$ cat src/rtl/lz_normalizer_if.sv
// Operand/result stream bundle for lz_normalizer: master drives operands and consumes results,
// slave is the normalizer. Exponent signals are present only when LZN_EXP_EN is defined.
interface lz_normalizer_if #(
  parameter int DATAWIDTH = 32,
  parameter int SW        = $clog2(DATAWIDTH) + 1
`ifdef LZN_EXP_EN
  , parameter int EW      = 8
`endif
);
  logic                 in_valid;
  logic                 in_ready;
  logic [DATAWIDTH-1:0] in_data;
  logic [DATAWIDTH-1:0] in_cnt;
  logic                 out_valid;
  logic                 out_ready;
  logic [DATAWIDTH-1:0] out_data;
  logic [SW-1:0]        out_shamt;
  logic                 out_zero;
`ifdef LZN_EXP_EN
  logic [EW-1:0]        in_exp;
  logic [EW-1:0]        out_exp;
  logic                 out_uf;

  modport master (
    output in_valid, in_data, in_cnt, in_exp, out_ready,
    input  in_ready, out_valid, out_data, out_shamt, out_zero, out_exp, out_uf
  );

  modport slave (
    input  in_valid, in_data, in_cnt, in_exp, out_ready,
    output in_ready, out_valid, out_data, out_shamt, out_zero, out_exp, out_uf
  );
`else
  modport master (
    output in_valid, in_data, in_cnt, out_ready,
    input  in_ready, out_valid, out_data, out_shamt, out_zero
  );

  modport slave (
    input  in_valid, in_data, in_cnt, out_ready,
    output in_ready, out_valid, out_data, out_shamt, out_zero
  );
`endif
endinterface

$ cat src/rtl/lz_normalizer.sv
// Two-stage normalizer: shifts an operand left by its (saturated) leading-zero count.
// Optional exponent adjust and underflow flag are built when LZN_EXP_EN is defined.
module lz_normalizer #(
  parameter int DATAWIDTH = 32,
  parameter int SW        = $clog2(DATAWIDTH) + 1
`ifdef LZN_EXP_EN
  , parameter int EW      = 8
`endif
) (
  input logic              clk,
  input logic              rst,
  input logic              flush,
  lz_normalizer_if.slave   bus
);

  localparam logic [DATAWIDTH-1:0] CNT_MAX = DATAWIDTH'(DATAWIDTH);
  localparam logic [SW-1:0]        SH_MAX  = SW'(DATAWIDTH);

  // Handshake: an item moves on valid && ready at a rising edge. Stage 2 can take a new
  // item when it is empty or its result is being consumed (adv2); stage 1 can accept when
  // empty or draining into stage 2. flush blocks acceptance for that cycle.
  logic                 v1;
  logic                 v2;
  logic [DATAWIDTH-1:0] d1;
  logic [SW-1:0]        c1;

  logic                 adv2;
  logic                 acc;
  logic [SW-1:0]        cnt_sat;
  logic [DATAWIDTH-1:0] shifted;
  logic                 is_zero;

  logic [DATAWIDTH-1:0] out_data_q;
  logic [SW-1:0]        out_shamt_q;
  logic                 out_zero_q;

  assign adv2         = !v2 || bus.out_ready;
  assign bus.in_ready = (!v1 || adv2) && !flush;
  assign acc          = bus.in_valid && bus.in_ready;

  always_comb begin
    cnt_sat = SW'(bus.in_cnt);
    if (bus.in_cnt > CNT_MAX) begin
      cnt_sat = SH_MAX;
    end
  end

  // A full-width shift would be out of range for the shifter; it yields zero.
  always_comb begin
    shifted = d1 << c1;
    if (c1 >= SH_MAX) begin
      shifted = '0;
    end
  end

  assign is_zero = (d1 == '0);

`ifdef LZN_EXP_EN
  localparam int XW = (EW > SW) ? EW : SW;

  logic [EW-1:0] e1;
  logic [XW-1:0] e_ext;
  logic [XW-1:0] c_ext;
  logic          uf_raw;
  logic [EW-1:0] exp_next;
  logic          uf_next;
  logic [EW-1:0] out_exp_q;
  logic          out_uf_q;

  assign e_ext  = XW'(e1);
  assign c_ext  = XW'(c1);
  assign uf_raw = (e_ext < c_ext);

  // A zero operand has no meaningful exponent, so it never reports underflow.
  always_comb begin
    exp_next = EW'(e_ext - c_ext);
    uf_next  = 1'b0;
    if (is_zero) begin
      exp_next = '0;
    end else if (uf_raw) begin
      exp_next = '0;
      uf_next  = 1'b1;
    end
  end
`endif

  // Stage 1: capture operand and saturated count.
  always_ff @(posedge clk) begin
    if (rst) begin
      v1 <= 1'b0;
      d1 <= '0;
      c1 <= '0;
`ifdef LZN_EXP_EN
      e1 <= '0;
`endif
    end else if (flush) begin
      v1 <= 1'b0;
    end else if (acc) begin
      v1 <= 1'b1;
      d1 <= bus.in_data;
      c1 <= cnt_sat;
`ifdef LZN_EXP_EN
      e1 <= bus.in_exp;
`endif
    end else if (v1 && adv2) begin
      v1 <= 1'b0;
    end
  end

  // Stage 2: register the normalized result; held while the consumer stalls.
  always_ff @(posedge clk) begin
    if (rst) begin
      v2          <= 1'b0;
      out_data_q  <= '0;
      out_shamt_q <= '0;
      out_zero_q  <= 1'b0;
`ifdef LZN_EXP_EN
      out_exp_q   <= '0;
      out_uf_q    <= 1'b0;
`endif
    end else if (flush) begin
      v2 <= 1'b0;
    end else if (adv2) begin
      v2 <= v1;
      if (v1) begin
        out_data_q  <= shifted;
        out_shamt_q <= c1;
        out_zero_q  <= is_zero;
`ifdef LZN_EXP_EN
        out_exp_q   <= exp_next;
        out_uf_q    <= uf_next;
`endif
      end
    end
  end

  assign bus.out_valid = v2;
  assign bus.out_data  = out_data_q;
  assign bus.out_shamt = out_shamt_q;
  assign bus.out_zero  = out_zero_q;
`ifdef LZN_EXP_EN
  assign bus.out_exp   = out_exp_q;
  assign bus.out_uf    = out_uf_q;
`endif

endmodule
$ cat src/flat_wrapper.sv
// flat-port wrapper written by rule: the top's interface ports become plain ports
module lz_normalizer_flat 
#(
  parameter int DATAWIDTH = 32,
  parameter int SW        = $clog2(DATAWIDTH) + 1

)
  (clk, rst, flush, bus_in_valid, bus_in_data, bus_in_cnt, bus_out_ready, bus_in_ready, bus_out_valid, bus_out_data, bus_out_shamt, bus_out_zero);
  lz_normalizer_if #(.DATAWIDTH(DATAWIDTH), .SW(SW)) bus_i ();
  input logic clk;
  input logic rst;
  input logic flush;
  input wire logic [$bits(bus_i.in_valid)-1:0] bus_in_valid;
  input wire logic [$bits(bus_i.in_data)-1:0] bus_in_data;
  input wire logic [$bits(bus_i.in_cnt)-1:0] bus_in_cnt;
  input wire logic [$bits(bus_i.out_ready)-1:0] bus_out_ready;
  output wire logic [$bits(bus_i.in_ready)-1:0] bus_in_ready;
  output wire logic [$bits(bus_i.out_valid)-1:0] bus_out_valid;
  output wire logic [$bits(bus_i.out_data)-1:0] bus_out_data;
  output wire logic [$bits(bus_i.out_shamt)-1:0] bus_out_shamt;
  output wire logic [$bits(bus_i.out_zero)-1:0] bus_out_zero;
  assign bus_i.in_valid = bus_in_valid;
  assign bus_i.in_data = bus_in_data;
  assign bus_i.in_cnt = bus_in_cnt;
  assign bus_i.out_ready = bus_out_ready;
  assign bus_in_ready = bus_i.in_ready;
  assign bus_out_valid = bus_i.out_valid;
  assign bus_out_data = bus_i.out_data;
  assign bus_out_shamt = bus_i.out_shamt;
  assign bus_out_zero = bus_i.out_zero;
  lz_normalizer #(.DATAWIDTH(DATAWIDTH), .SW(SW)) u_core (.clk(clk), .rst(rst), .flush(flush), .bus(bus_i));
endmodule
$ cat config.mk
export PLATFORM = sky130hd
export DESIGN_NAME = lz_normalizer_flat
export DESIGN_NICKNAME = d
export VERILOG_FILES = /design/src/rtl/lz_normalizer_if.sv /design/src/rtl/lz_normalizer.sv /design/src/flat_wrapper.sv
export SDC_FILE = /design/constraint.sdc
export NUM_CORES = 1
export LEC_CHECK = 0
export BUFFER_PORTS_ARGS = -buffer_cell sky130_fd_sc_hd__buf_2
export CORE_ASPECT_RATIO = 1.1
export CORE_UTILIZATION = 55
export CTS_BUF_LIST = sky130_fd_sc_hd__clkbuf_8 sky130_fd_sc_hd__clkbuf_16
export CTS_CLUSTER_DIAMETER = 50
export CTS_CLUSTER_SIZE = 40
export DETAILED_ROUTE_END_ITERATION = 12
export HOLD_SLACK_MARGIN = 0.03
export PLACE_DENSITY = 0.86
export SETUP_SLACK_MARGIN = 0.02
export SLEW_MARGIN = 0
export SYNTH_ARGS = -nofsm -noshare
export SYNTH_HDL_FRONTEND = slang
export SYNTH_SLANG_ARGS = --single-unit
$ cat constraint.sdc
create_clock -name clk -period 4.1 [get_ports clk]
set_input_delay 0.205 -clock clk [delete_from_list [all_inputs] [get_ports clk]]
set_output_delay 0.205 -clock clk [all_outputs]
set_load 0.02 [all_outputs]
==> results.sh <==
export IMPL_hpwlAfterDp_microns=10800
export IMPL_drtIter0Drc=303
export IMPL_area_growth_synth_to_final_pct=14.0
export IMPL_antenna_found_initial=0
export IMPL_nFillCells=723
export IMPL_cts_tree="yes"
export IMPL_synth_top_area_share=0.322
export IMPL_drv_slew=0
export IMPL_finClkSkew_ps=10.7
export IMPL_clk_pin_slew_ps=90
export IMPL_min_path_type="input pin to flop"
export IMPL_cp_data_arrival_time_ps=3010
export IMPL_finalSetupViolCount=0
export IMPL_grt_pass1_wl_microns=23600
export IMPL_start_util=0.575
export IMPL_hold_buffers=0
export IMPL_cts_sinks=79
export IMPL_track_usage=0.327
export IMPL_drc_errors=0
export IMPL_placed_cells=738
export IMPL_syn_inst=554
export IMPL_dieArea_sq_um=9310
export IMPL_yosys_top_cells_area="dfxtp_1 (32%), mux4_2 (9.6%), nand2_1 (8.1%)"
export IMPL_rows=35
export IMPL_synth_simple_area_share=0.193
export IMPL_hold_viol=0
export IMPL_cts_root_buf="clkbuf_8"
export IMPL_die_w_microns=92.1
export IMPL_place_gp_congestion=0.957
export IMPL_drive_gt1_frac=0.274
export IMPL_die_y_microns=101
export IMPL_drv_cap=0
export IMPL_synth_nets=623
export IMPL_first_global_vias=4468
export IMPL_synth_top_cells_by_count="nand2_1 (106), dfxtp_1 (79), nor2_1 (52)"
export IMPL_final_cells=754
export IMPL_layout_nets=707
export IMPL_ys_ff_latch=79
export IMPL_end_kind="flop"
export IMPL_clk_path_buf_depth=2
export IMPL_drt_first_pass_iters=6
export IMPL_clk_latency_ps=360
export IMPL_crit_fanout=43
export IMPL_status="complete, no violations"
export IMPL_synth_top_family_by_area="multiplexers"
export IMPL_fmax_mhz=360
export IMPL_routed_wl_microns=14700
export IMPL_ant_nets=0
export IMPL_ioPinCount=110
export IMPL_period_share=0.677
export IMPL_whs_ps=65.4
export IMPL_synthXorXnorAreaFrac=0
export IMPL_n_antenna_cell=0
export IMPL_rsz0062_at_grt="no"
export IMPL_core_area_sq_um=8540
export IMPL_yosys_area_share_adder=0
export IMPL_path_class="flop to flop"
export IMPL_cts_resized=0
export IMPL_p_per_area_nw_per_um2=270
export IMPL_ys_async_sr_fraction=0
export IMPL_num_vias=4750
export IMPL_worst_pin_slew_ps=1120
export IMPL_ys_seq_area_frac=0.322
export IMPL_port_buffers=109
export IMPL_post_cts_buffers=0
export IMPL_period_minus_slack_ps=2780
export IMPL_numCtsBuffers=9
export IMPL_avgSynthCellArea_sq_um=8.87
export IMPL_synth_top_flop_cell="dfxtp_1"
export IMPL_leakagePower_uw=0.00222
export IMPL_yosys_warnings=0
export IMPL_synth_edf_count=0
export IMPL_syn_area_sq_um=4910
export IMPL_crit_path_start_kind="flop"
export IMPL_grt_ovfl_total=0
export IMPL_synth_most_common_cell="nand2_1"
export IMPL_ys_types=46
export IMPL_cp_required_ps=4340
export IMPL_synth_compound_area_frac=0.157
export IMPL_post_drt_via_cell_ratio=6.30
export IMPL_htreeDepth=3
export IMPL_relSlewSlack=0.256
export IMPL_wire_per_inst_microns=19.5
export IMPL_synthMuxAreaShare=0.273
export IMPL_yosysTopAreaCell="dfxtp_1"
export IMPL_fin_tns_setup_ps=0
export IMPL_grt_start_max_net_pins=44
export IMPL_ir_drop_v=0.000210
==> placed cells by master, fill, tap and decap left out, types with 16 or more instances in the layout <==
cell type	n
a21oi_1	50
a22oi_1	16
buf_2	109
dfxtp_1	77
mux2_2	19
mux2i_1	31
mux4_2	21
nand2_1	106
nor2_1	52
nor4_1	16
==> worst max-delay path: stages, from the launching register on <==
cell and delay, ps:
dfxtp_2 1000, buf_4 390, mux4_1 580, mux2i_1 220, nor4_1 70, a311oi_1 280
a211oi_1 110
==> per-layer routing <==
layer  routed length (microns)  up-vias  part of all wire  global-route usage
met4                       485        0             0.033               0.149
li1                          -     2226                 -                   -
met1                      6170     2231              0.42               0.440
met3                      1150       39             0.078              0.0415
met2                      6890      254              0.47               0.529
met5                         0        -                 0                   0
==> flip-flops by register name, summed over array words and instances (netlist names) <==
signal	cells
u_core.d1	32
u_core.bus.out_valid	1
u_core.bus.out_shamt	6
u_core.v1	1
u_core.c1	6
u_core.bus.out_zero	1
u_core.bus.out_data	32
==> power breakdown <==
part	switching, uW	internal [uW]	total, uW
Clock	299	214	513
Combinational	98.5	82.4	181
Sequential	32.8	785	818
Total	430	1080	1510
==> layout make-up <==
class	instances	area, sq um	area share
Clock buffer	9	124	0.0221
Sequential cell	79	1580	0.283
Timing Repair Buffer	119	621	0.111
Clock inverter	7	42.5	0.00759
Tap cell	111	139	0.0248
Multi-Input combinational cell	420	3060	0.546
Inverter	9	33.8	0.00603
==> cell families (layout without fill, tap and decap cells) <==
logic type	after synthesis	after routing
buffers and inverters	55	144
flip-flops	79	79
AND/OR/NAND/NOR	217	217
AO/OA/AOI/OAI	119	119
multiplexers	84	84
==> per-stage QoR <==
stage / utilization / power (uW) / worst slack (ps) / instance area [sq um]
after floorplan: - / 934 / 2060 / 4910
after global placement: 0.636 / 1010 / 1460 / 5440
after global routing: 0.656 / 1570 / 1200 / 5600
final: 0.656 / 1510 / 1320 / 5600
after detailed placement: 0.636 / 1010 / 1390 / 5440
after CTS: 0.656 / 1510 / 1370 / 5600
==> path summary, 6_finish.rpt <==
kind / depth (start not counted) / start / endpoint / slack, ps
min reg2reg: 2 / u_core.bus.out_shamt[4] / u_core.bus.out_shamt[4] / 450
min: 2 / flush / u_core.bus.out_valid / 70
max reg2reg: 6 / u_core.c1[1] / u_core.bus.out_data[30] / 1320
max: 6 / u_core.c1[1] / u_core.bus.out_data[30] / 1320
(Power assumes the default switching activity.)
